$ cat config.mk
export PLATFORM = sky130hd
export DESIGN_NAME = sc_io_ports_flat
export DESIGN_NICKNAME = d
export VERILOG_FILES = /design/src/rtl/sc_io_ports_pkg.sv /design/src/rtl/sc_io_ports_if.sv /design/src/rtl/sc_io_ports_sync.sv /design/src/rtl/sc_io_ports.sv /design/src/flat_wrapper.sv
export SDC_FILE = /design/constraint.sdc
export NUM_CORES = 1
export LEC_CHECK = 0
export CELL_PAD_IN_SITES_DETAIL_PLACEMENT = 0
export CELL_PAD_IN_SITES_GLOBAL_PLACEMENT = 1
export CORE_AREA = 2 2 169 188
export CTS_BUF_LIST = sky130_fd_sc_hd__clkbuf_16
export CTS_CLUSTER_DIAMETER = 120
export DETAILED_ROUTE_END_ITERATION = 8
export DIE_AREA = 0 0 171 190
export PLACE_DENSITY = 0.79
export SYNTH_ARGS = -nofsm -noshare
export SYNTH_HDL_FRONTEND = slang
export SYNTH_HIERARCHICAL = 1
export SYNTH_SLANG_ARGS = --single-unit
$ cat constraint.sdc
create_clock -name clock -period 2.38 [get_ports clock]
set_input_delay 0.476 -clock clock [delete_from_list [all_inputs] [get_ports clock]]
set_output_delay 0.476 -clock clock [all_outputs]
set_load 0.005 [all_outputs]
$ cat src/rtl/sc_io_ports_pkg.sv
// Shared offsets and address-decode helpers for the memory-mapped I/O unit.
package sc_io_pkg;

  function automatic int status_off(input int n_out, input int n_in);
    return n_out + n_in;
  endfunction

  function automatic int irqen_off(input int n_out, input int n_in);
    return n_out + n_in + 1;
  endfunction

  // Window hit: everything above the word-offset field must match the base.
  function automatic logic io_hit(input logic [63:0] a, input logic [63:0] base,
                                  input int win_w);
    return (a >> (win_w + 2)) == (base >> (win_w + 2));
  endfunction

  function automatic logic [31:0] io_offset(input logic [63:0] a, input int win_w);
    logic [63:0] m;
    m = (a >> 2) & ((64'd1 << win_w) - 64'd1);
    return m[31:0];
  endfunction

endpackage

$ cat src/rtl/sc_io_ports_if.sv
// CPU load/store path as seen by the I/O unit.
interface sc_io_ports_if #(
  parameter int DATA_W = 32,
  parameter int ADDR_W = 32
);
  logic [ADDR_W-1:0] addr;
  logic [DATA_W-1:0] wdata;
  logic              we;
  logic              re;
  logic              io_sel;
  logic [DATA_W-1:0] rdata;
  logic              rvalid;

  modport master (output addr, wdata, we, re, input io_sel, rdata, rvalid);
  modport slave  (input addr, wdata, we, re, output io_sel, rdata, rvalid);
endinterface

$ cat src/rtl/sc_io_ports_sync.sv
// Two-flop synchroniser for one input channel; changed is high while the
// second stage is about to take a new value.
module sc_io_sync #(
  parameter int DATA_W = 32
) (
  input  logic              clock,
  input  logic              reset,
  input  logic [DATA_W-1:0] d,
  output logic [DATA_W-1:0] q,
  output logic              changed
);
  logic [DATA_W-1:0] r_s1;
  logic [DATA_W-1:0] r_s2;

  always_ff @(posedge clock) begin
    if (reset) begin
      r_s1 <= '0;
      r_s2 <= '0;
    end else begin
      r_s1 <= d;
      r_s2 <= r_s1;
    end
  end

  assign q       = r_s2;
  assign changed = (r_s1 != r_s2);
endmodule

$ cat src/rtl/sc_io_ports.sv
// Memory-mapped I/O unit: output registers, synchronised inputs, W1C change
// status and a maskable, registered interrupt.
module sc_io_ports
  import sc_io_pkg::*;
#(
  parameter int                DATA_W  = 32,
  parameter int                ADDR_W  = 32,
  parameter int                N_OUT   = 3,
  parameter int                N_IN    = 2,
  parameter logic [ADDR_W-1:0] IO_BASE = 32'h0000_0080,
  parameter int                WIN_W   = 5
) (
  input  logic                    clock,
  input  logic                    reset,
  sc_io_ports_if.slave            bus,
  output logic [N_OUT*DATA_W-1:0] op,
  input  logic [N_IN*DATA_W-1:0]  ip,
  output logic                    irq
);
  localparam logic [31:0] ST_OFF = 32'(status_off(N_OUT, N_IN));
  localparam logic [31:0] IE_OFF = 32'(irqen_off(N_OUT, N_IN));

  logic [DATA_W-1:0] r_out [N_OUT];
  logic [DATA_W-1:0] w_in  [N_IN];
  logic [N_IN-1:0]   w_changed;
  logic [N_IN-1:0]   r_status;
  logic [N_IN-1:0]   r_irqen;
  logic [N_IN-1:0]   w_status_next;
  logic [N_IN-1:0]   w_irqen_next;
  logic [DATA_W-1:0] r_rdata;
  logic              r_rvalid;
  logic              r_irq;
  logic [DATA_W-1:0] w_rmux;
  logic [31:0]       w_off;
  logic              w_sel;
  logic              w_wr;
  logic              w_rd;

  assign w_sel = io_hit(64'(bus.addr), 64'(IO_BASE), WIN_W);
  assign w_off = io_offset(64'(bus.addr), WIN_W);
  assign w_wr  = bus.we & w_sel;
  assign w_rd  = bus.re & w_sel;

  assign bus.io_sel = w_sel;
  assign bus.rdata  = r_rdata;
  assign bus.rvalid = r_rvalid;
  assign irq        = r_irq;

  genvar gi;
  generate
    for (gi = 0; gi < N_OUT; gi++) begin : g_out
      always_ff @(posedge clock) begin
        if (reset)
          r_out[gi] <= '0;
        else if (w_wr && w_off == 32'(gi))
          r_out[gi] <= bus.wdata;
      end
      assign op[gi*DATA_W +: DATA_W] = r_out[gi];
    end

    for (gi = 0; gi < N_IN; gi++) begin : g_in
      sc_io_sync #(.DATA_W(DATA_W)) u_sync (
        .clock   (clock),
        .reset   (reset),
        .d       (ip[gi*DATA_W +: DATA_W]),
        .q       (w_in[gi]),
        .changed (w_changed[gi])
      );
    end
  endgenerate

  // A new change flag beats a same-edge write-1-to-clear.
  always_comb begin
    w_status_next = r_status;
    w_irqen_next  = r_irqen;
    if (w_wr && w_off == ST_OFF)
      w_status_next = r_status & ~bus.wdata[N_IN-1:0];
    w_status_next = w_status_next | w_changed;
    if (w_wr && w_off == IE_OFF)
      w_irqen_next = bus.wdata[N_IN-1:0];
  end

  always_comb begin
    w_rmux = '0;
    for (int k = 0; k < N_OUT; k++)
      if (w_off == 32'(k)) w_rmux = r_out[k];
    for (int k = 0; k < N_IN; k++)
      if (w_off == 32'(N_OUT + k)) w_rmux = w_in[k];
    if (w_off == ST_OFF) w_rmux = DATA_W'(r_status);
    if (w_off == IE_OFF) w_rmux = DATA_W'(r_irqen);
  end

  always_ff @(posedge clock) begin
    if (reset) begin
      r_status <= '0;
      r_irqen  <= '0;
      r_irq    <= 1'b0;
      r_rdata  <= '0;
      r_rvalid <= 1'b0;
    end else begin
      r_status <= w_status_next;
      r_irqen  <= w_irqen_next;
      r_irq    <= |(w_status_next & w_irqen_next);
      r_rvalid <= w_rd;
      // Mux sees pre-edge state, so a same-cycle write is not reflected.
      if (w_rd) r_rdata <= w_rmux;
    end
  end
endmodule

$ cat src/flat_wrapper.sv
// flat-port wrapper written by rule: the top's interface ports become plain ports
module sc_io_ports_flat import sc_io_pkg::*;
#(
  parameter int                DATA_W  = 32,
  parameter int                ADDR_W  = 32,
  parameter int                N_OUT   = 3,
  parameter int                N_IN    = 2,
  parameter logic [ADDR_W-1:0] IO_BASE = 32'h0000_0080,
  parameter int                WIN_W   = 5
)
  (clock, reset, op, ip, irq, bus_addr, bus_wdata, bus_we, bus_re, bus_io_sel, bus_rdata, bus_rvalid);
  sc_io_ports_if #(.DATA_W(DATA_W), .ADDR_W(ADDR_W)) bus_i ();
  input  logic clock;
  input  logic reset;
  output logic [N_OUT*DATA_W-1:0] op;
  input  logic [N_IN*DATA_W-1:0] ip;
  output logic irq;
  input wire logic [$bits(bus_i.addr)-1:0] bus_addr;
  input wire logic [$bits(bus_i.wdata)-1:0] bus_wdata;
  input wire logic [$bits(bus_i.we)-1:0] bus_we;
  input wire logic [$bits(bus_i.re)-1:0] bus_re;
  output wire logic [$bits(bus_i.io_sel)-1:0] bus_io_sel;
  output wire logic [$bits(bus_i.rdata)-1:0] bus_rdata;
  output wire logic [$bits(bus_i.rvalid)-1:0] bus_rvalid;
  assign bus_i.addr = bus_addr;
  assign bus_i.wdata = bus_wdata;
  assign bus_i.we = bus_we;
  assign bus_i.re = bus_re;
  assign bus_io_sel = bus_i.io_sel;
  assign bus_rdata = bus_i.rdata;
  assign bus_rvalid = bus_i.rvalid;
  sc_io_ports #(.DATA_W(DATA_W), .ADDR_W(ADDR_W), .N_OUT(N_OUT), .N_IN(N_IN), .IO_BASE(IO_BASE), .WIN_W(WIN_W)) u_core (.clock(clock), .reset(reset), .bus(bus_i), .op(op), .ip(ip), .irq(irq));
endmodule
==> results of run 1 <==
## area by class of cell
class | instances | area share (%)
flip-flops and latches | 262 | 41.8
multi-input cells | 521 | 27.5
repair buffers | 307 | 20.3
clock buffers | 33 | 5.57
well taps | 420 | 3.54
clock inverters | 19 | 1.18
inverters | 3 | 0.0759
## sequential cells by signal, indices dropped and copies added (netlist names)
register / flops
u_core/irq: 1
u_core/bus.rvalid: 1
u_core/r_status: 2
u_core/r_irqen: 2
u_core/r_out: 96
u_core/g_in.u_sync/q: 64
u_core/g_in.u_sync/r_s1: 64
u_core/bus.rdata: 32
## power groups by stage
stage               clock network (µW)  registers, µW  logic, µW
global placement                     0           5070        942
floorplan                            0           5020        372
detailed placement                   0           5070        948
global route                      4830           4990       1010
finish                            4590           4980        941
CTS                               4680           4980        954
## cell usage after synthesis, drive strengths merged (4+ instances only)
cell and instances:
xnor2 64, nor2 10, o2bb2ai 30, clkbuf 23, edfxtp 96, mux2i 30, nand2 32, nor2b 71
and2 99, nor4 11, buf 29, a222oi 29, nor3 4, and2b 60, o21ai 28, dfxtp 166
nand4 17, and3 4
## critical path: stages
cell and delay (ps):
clkdlybuf4s50_1 450, nor4b_4 350, nand4_4 150, nor2_4 130, dlygate4sd2_1 240
## cells by family after synthesis
| kind of cell | Yosys count | share of synthesized area, % |
|---|---|---|
| xor+xnor | 64 | 5.31 |
| flops | 262 | 58.8 |
| compound gates | 106 | 9.86 |
| mux | 34 | 3.38 |
| buf+inv | 55 | 2.67 |
| simple gates | 317 | 20.0 |
## metrics by stage
step / cells / hold slack (ps) / util (%)
2_1_floorplan: 838 / 454 / -
3_3_place_gp: 1513 / 460 / 44.9
3_5_place_dp: 1513 / 457 / 44.9
4_1_cts: 1565 / 292 / 48.2
5_1_grt: 1565 / 314 / 48.2
6_report: 1565 / 303 / 48.2
## final timing paths
path / to / slack (ps) / cells after the start
worst max-delay path: bus_io_sel / 110 / 5
worst min-delay path: u_core/g_in[0].u_sync/q[28]$_SDFF_PP0_ / 300 / 2
worst max register to register: u_core/irq$_SDFF_PP0_ / 470 / 6
worst min register to register: u_core/bus.rdata[22]$_SDFFE_PP0P_ / 470 / 1
## per-layer routing
layer / share of wire, % / global-route usage [%] / routed length [µm]
met1: 44 / 26.5 / 14100
met2: 47 / 31.8 / 15300
met3: 6.0 / 2.45 / 1940
met4: 2.9 / 5.74 / 931
met5: 0 / 0 / 0
## repair_timing
item | 4_1_cts | 5_1_grt
setup buffers | 0 | 0
resized for setup | 1 | 0
endpoints found under the hold margin | 0 | 0
endpoints found under the setup margin | 1 | 0
==> metrics, run 1 <==
status=finished, final reports clean; Async SR Flop Fraction=0%; Hold-fix buffers, CTS=0; switching share of power=22.2%; Slew Limit Fails=0; DRT Pass-1 Iters=5; Power Total=approximately 11000 µW; GRT overflow=0; GRT Total Usage=approximately 19%; drt initial violations=roughly 680; startpoint class of the critical path=input port; vias in the first global route=roughly 7400; Combinational Power Share=roughly 9%; largest net degree at the start of global routing=63; post-synth top area share=31.5%; ANT cells=0; Die Wd=about 170 µm; post-synth top area cell=dfxtp_1; cell count after synthesis=838; Final TNS setup=0 ps; sequential group share of total power=47.4%; CTS clock-pin slew for the worst setup and hold paths=around 60 ps; Crit Path Category=input port to primary output; critical path capture point type=primary output; Routed Antenna Nets=0; first-pass GRT wire length=46.5 mm; syn nets=970; endpoints failing setup=0; Seq/Total Area, Yosys=about three fifths; Worst Setup SP=bus_addr[8]; initial antenna violation count=0; via count of the routed design=~7400; clock share of power=a little over two fifths; Post-Place Cell Area=~14000 µm²; max-cap viol count=0; number of I/O pins=around 260; synth top area cells=dfxtp_1 31%, edfxtp_1 27%, and2_1 5.9%; worst min path class=input port to flip-flop; power per cell area=around 700 nW/µm²; Slew headroom=24.1%; clock root buffer=clkbuf_16; register area=6210 µm²; post-synthesis register bit count=~260; arrival time worst endpoint=1800 ps; synthesized area per cell=about 13 µm²; Layout area overhead=40.6%; Port Buf Inserts=260; RR Startpoint=u_core/g_in[1].u_sync/q[25]$_SDFF_PP0_; routed vias/inst=roughly 4.7; critical path peak fanout=2; Leak=0.00548 µW; Hold Path Origin=reset; switching pwr=2330 µW; synth warn=6; Core ar.=slightly above 30000 µm²; TritonCTS clock tree=built; Most used DFF post-synth=dfxtp_1; Tightest Pin Transition=~1100 ps; H-tree level count=1; peak supply drop=roughly 400 µV; Fin. Hold Viols=0; max frequency=~440 MHz; min Tclk post-route=~2300 ps; TritonCTS Buffers=28; Skew-Pair Late Insertion Delay=between 500 and 600 ps; dpl ws=-188 ps; final WL=32.3 mm; full die area=32500 µm²; Synth Cell Area=about 11000 µm²; unrepaired setup endpoints after global routing=no; cell area after layout=~15000 µm²; Placement Rows=68; clk buf depth=3; Nets=~1300; share of cells above drive strength 1=between 10% and 20%; Worst EP required=roughly 1900 ps; Post-synth EDFFs=96; commonest cells after routing, fill and taps aside=257 x clkdlybuf4s50_1, 166 x dfxtp_1, 99 x and2_1; RD Place Congestion=about 0.81; commonest non-fill, non-tap cell in the layout=clkdlybuf4s50_1; drt drc=0; Die Y=approximately 190 µm; Worst Clk Skew=between 7 and 8 ps; count of cell types in the netlist=between 40 and 50; setup ws final=between 100 and 150 ps; Internal=about 8200 µW; starting density of the core=~34%; CTS sink cnt=roughly 260; DPL Wire Length=24.2 mm; filler cell count=approximately 2800; period utilisation layout=95.6%; Multi-input gate area=4080 µm²; routed len/inst=roughly 20 µm
Note: power is estimated with default switching activity, not from simulation.
==> run 2, diff against run 1 <==
--- a/config.mk
+++ b/config.mk
@@ -9,7 +9,7 @@
 export CELL_PAD_IN_SITES_GLOBAL_PLACEMENT = 1
 export CORE_AREA = 2 2 169 188
 export CTS_BUF_LIST = sky130_fd_sc_hd__clkbuf_16
-export CTS_CLUSTER_DIAMETER = 120
+export CTS_CLUSTER_DIAMETER = 150
 export DETAILED_ROUTE_END_ITERATION = 8
 export DIE_AREA = 0 0 171 190
 export PLACE_DENSITY = 0.79
==> results of run 2 <==
No change in the layout: final DEF, timing and power equal those of run 1.
==> run 3, diff against run 2 <==
--- a/config.mk
+++ b/config.mk
@@ -5,14 +5,15 @@
 export SDC_FILE = /design/constraint.sdc
 export NUM_CORES = 1
 export LEC_CHECK = 0
+export ABC_AREA = 1
 export CELL_PAD_IN_SITES_DETAIL_PLACEMENT = 0
 export CELL_PAD_IN_SITES_GLOBAL_PLACEMENT = 1
-export CORE_AREA = 2 2 169 188
-export CTS_BUF_LIST = sky130_fd_sc_hd__clkbuf_16
+export CORE_AREA = 2 2 175 195
+export CTS_BUF_LIST = sky130_fd_sc_hd__clkbuf_8
 export CTS_CLUSTER_DIAMETER = 150
 export DETAILED_ROUTE_END_ITERATION = 8
-export DIE_AREA = 0 0 171 190
-export PLACE_DENSITY = 0.79
+export DIE_AREA = 0 0 177 197
+export PLACE_DENSITY = 0.81
 export SYNTH_ARGS = -nofsm -noshare
 export SYNTH_HDL_FRONTEND = slang
 export SYNTH_HIERARCHICAL = 1
==> run 3 against run 2 <==
Compared with the run above:
- non-clock buffer count up 16
- global-route usage up 0.21 points
- sequential power about the same
- largest cell class unchanged
- design area up 4.6%
==> metrics, run 3 <==
status=finished, final reports clean; TritonCTS clock tree=built; post-synth top area cell=dfxtp_1; Core ar.=around 33000 µm²; most numerous cell in the Yosys netlist=nor2_1; mux share of post-synthesis cell area=0%; critical path capture point type=primary output; unrepaired setup endpoints after global routing=no; power per cell area=~660 nW/µm²; Most used DFF post-synth=dfxtp_1; Crit Path Category=input port to primary output; Nets=~1800; synth top area cells=dfxtp_1 30%, edfxtp_1 26%, nor2_1 9.8%; final WL=around 35 mm; worst min path class=input port to flip-flop; Tightest Pin Transition=645 ps; dpl ws=-223 ps; startpoint class of the critical path=input port; post-synth top area share=30.0%; Placement Rows=70; Die Wd=approximately 180 µm; Skew-Pair Late Insertion Delay=approximately 560 ps; share of cells above drive strength 1=around an eighth; CTS sink cnt=262; number of I/O pins=263; Worst EP required=roughly 1900 ps; Leak=between 0.006 and 0.007 µW; arrival time worst endpoint=1710 ps; H-tree level count=2; clk buf depth=3; period utilisation layout=91.8%; Worst Setup SP=bus_addr[7]; Fin. Hold Viols=0; commonest non-fill, non-tap cell in the layout=nor2_1; count of cell types in the netlist=28; Synth Area in Simple Gates=between 20% and 30%; worst hold slack=about 420 ps; crit-path leading delay family=buffers and inverters; syn nets=1468; r2r worst-path depth=4; xor/xnor cell area share of the yosys netlist=4.12%; CP endpoint=bus_io_sel; Routed Antenna Nets=0; Post-synth EDFFs=96; Port Buf Inserts=260; Async SR Flop Fraction=0%; peak supply drop=between 300 and 400 µV; endpoints failing setup=0; R2R Setup Slk=950 ps; Die Y=197 µm; Synth Cell Area=about 11000 µm²; DPL Wire Length=around 26 mm; initial antenna violation count=0; post-synthesis register bit count=approximately 260; Largest Register=u_core/r_out; synth warn=6; Final TNS setup=0 ps; full die area=approximately 35000 µm²; vias in the first global route=approximately 9300; worst flop-to-flop path endpoint=u_core/bus.rdata[10]$_SDFFE_PP0P_; min Tclk post-route=2190 ps; first-pass GRT wire length=51.3 mm; TritonCTS Buffers=between 40 and 50; commonest cells after routing, fill and taps aside=285 x nor2_1, 257 x clkdlybuf4s50_1, 250 x nand2_1; Hold-fix buffers, CTS=0; cell count after synthesis=1336; drt initial violations=between 600 and 700; Worst Clk Skew=between 20 and 30 ps; Synth Area in Adders=0%; via count of the routed design=approximately 9400; Worst Path Buf+Inv=4; max-cap viol count=0; CTS clock-pin slew for the worst setup and hold paths=about 60 ps; max frequency=457 MHz; ANT cells=0; drt drc=0; main combinational cell family by area after synthesis=simple AND/OR/NAND/NOR gates; DRT Pass-1 Iters=6; Synth Area in Compound Gates=4.43%; setup ws final=roughly 190 ps; synthesized area per cell=between 8 and 9 µm²; CP max stage delay=460 ps; GRT overflow=0; starting density of the core=between 30% and 40%; max reg flops=96; routed vias/inst=4.43; Layout area overhead=40.2%; clock root buffer=clkbuf_8; Slew Limit Fails=0; CP Depth=8; top cells by count, synth=289 x nor2_1, 251 x nand2_1, 193 x inv_1; RD Place Congestion=between 0.8 and 0.9; RR Startpoint=u_core/r_out[2][10]$_SDFFCE_PN0P_; Slew headroom=about 57%; Seq/Total Area, Yosys=a little under three fifths; routed len/inst=between 15 and 20 µm; CP max stage cell=clkdlybuf4s50_1; critical path peak fanout=2; GRT Total Usage=roughly a fifth; crit-path cells=clkdlybuf4s50_1, inv_1, nor2_2, inv_1, nor2_2, nand2_2, nor2_8, dlygate4sd2_1; largest net degree at the start of global routing=73
## run 3: cell types whose count changed in the layout (fill, tap and decap cells not counted), moves of 33 or more
cell	delta
nor2b_1	-70
nor2_1	+277
and2_1	-99
and2b_1	-60
nand2_1	+218
a21oi_1	+54
clkbuf_16	-33
clkbuf_8	+55
nand3_1	+47
nor2_2	+35
inv_1	+197
## run 3: final cells by class
| class | count | area, µm² |
|---|---|---|
| inverter | 203 | 762 |
| sequential | 262 | 6210 |
| fill | 3224 | 17300 |
| clock buffer | 55 | 757 |
| timing repair buffer | 323 | 3220 |
| tap | 432 | 541 |
| clock inverter | 24 | 184 |
| multi-input combinational | 818 | 3840 |
## run 3: report_power, final
group / leakage, µW / internal [µW] / switching [µW] / total [µW]
sequential: 0.00228 / 4830 / 130 / 4960
combinational: 0.00390 / 527 / 452 / 979
clock: 0.000534 / 2410 / 1830 / 4240
total: 0.00671 / 7770 / 2410 / 10200
## run 3: tightest hold or removal path, delay by kind of cell
kind,cells,cell delay [ps]
buffers and inverters,2,330
AND/OR/NAND/NOR,1,120
## run 3: per-stage QoR
step | instances | cell area [µm²] | power, µW | utilization (%)
final | 2117 | 15500 | 10200 | 47.2
after global routing | 2117 | 15500 | 10600 | 47.2
after CTS | 2117 | 15500 | 10300 | 47.2
after detailed placement | 2037 | 14600 | 6040 | 44.3
after global placement | 2037 | 14600 | 6030 | 44.3
after floorplan | 1336 | 11100 | 5410 | -
## run 3: how the worst min path moves through the flow
stage | startpoint | to | slack, ps | cells after the start
after floorplan | u_core/g_in[0].u_sync/r_s1[21]$_SDFF_PP0_ | u_core/g_in[0].u_sync/q[21]$_SDFF_PP0_ | 420 | 2
after global placement | u_core/g_in[1].u_sync/r_s1[1]$_SDFF_PP0_ | u_core/g_in[1].u_sync/q[1]$_SDFF_PP0_ | 420 | 2
after detailed placement | u_core/g_in[1].u_sync/r_s1[1]$_SDFF_PP0_ | u_core/g_in[1].u_sync/q[1]$_SDFF_PP0_ | 430 | 2
after CTS | ip[39] | u_core/g_in[1].u_sync/r_s1[7]$_SDFF_PP0_ | 400 | 3
after global routing | reset | u_core/g_in[1].u_sync/q[29]$_SDFF_PP0_ | 410 | 3
final | reset | u_core/g_in[1].u_sync/q[29]$_SDFF_PP0_ | 420 | 3
## run 3: cell families after synthesis
kind of cell	Yosys count
buf+inv	256
xor+xnor	52
flops	262
simple gates	669
compound gates	97
## run 3: timing repair
| action | in CTS | in global routing |
|---|---|---|
| gates resized for setup | 4 | 0 |
| setup endpoints to repair | 1 | 0 |
| setup buffers | 1 | 0 |
## run 3: metal layers
layer,up-vias,wire (µm),GRT usage [%]
met5,-,0,0
met1,4278,14100,23.9
met3,50,3220,5.59
li1,4705,-,-
met4,0,703,5.33
met2,337,16600,33.3
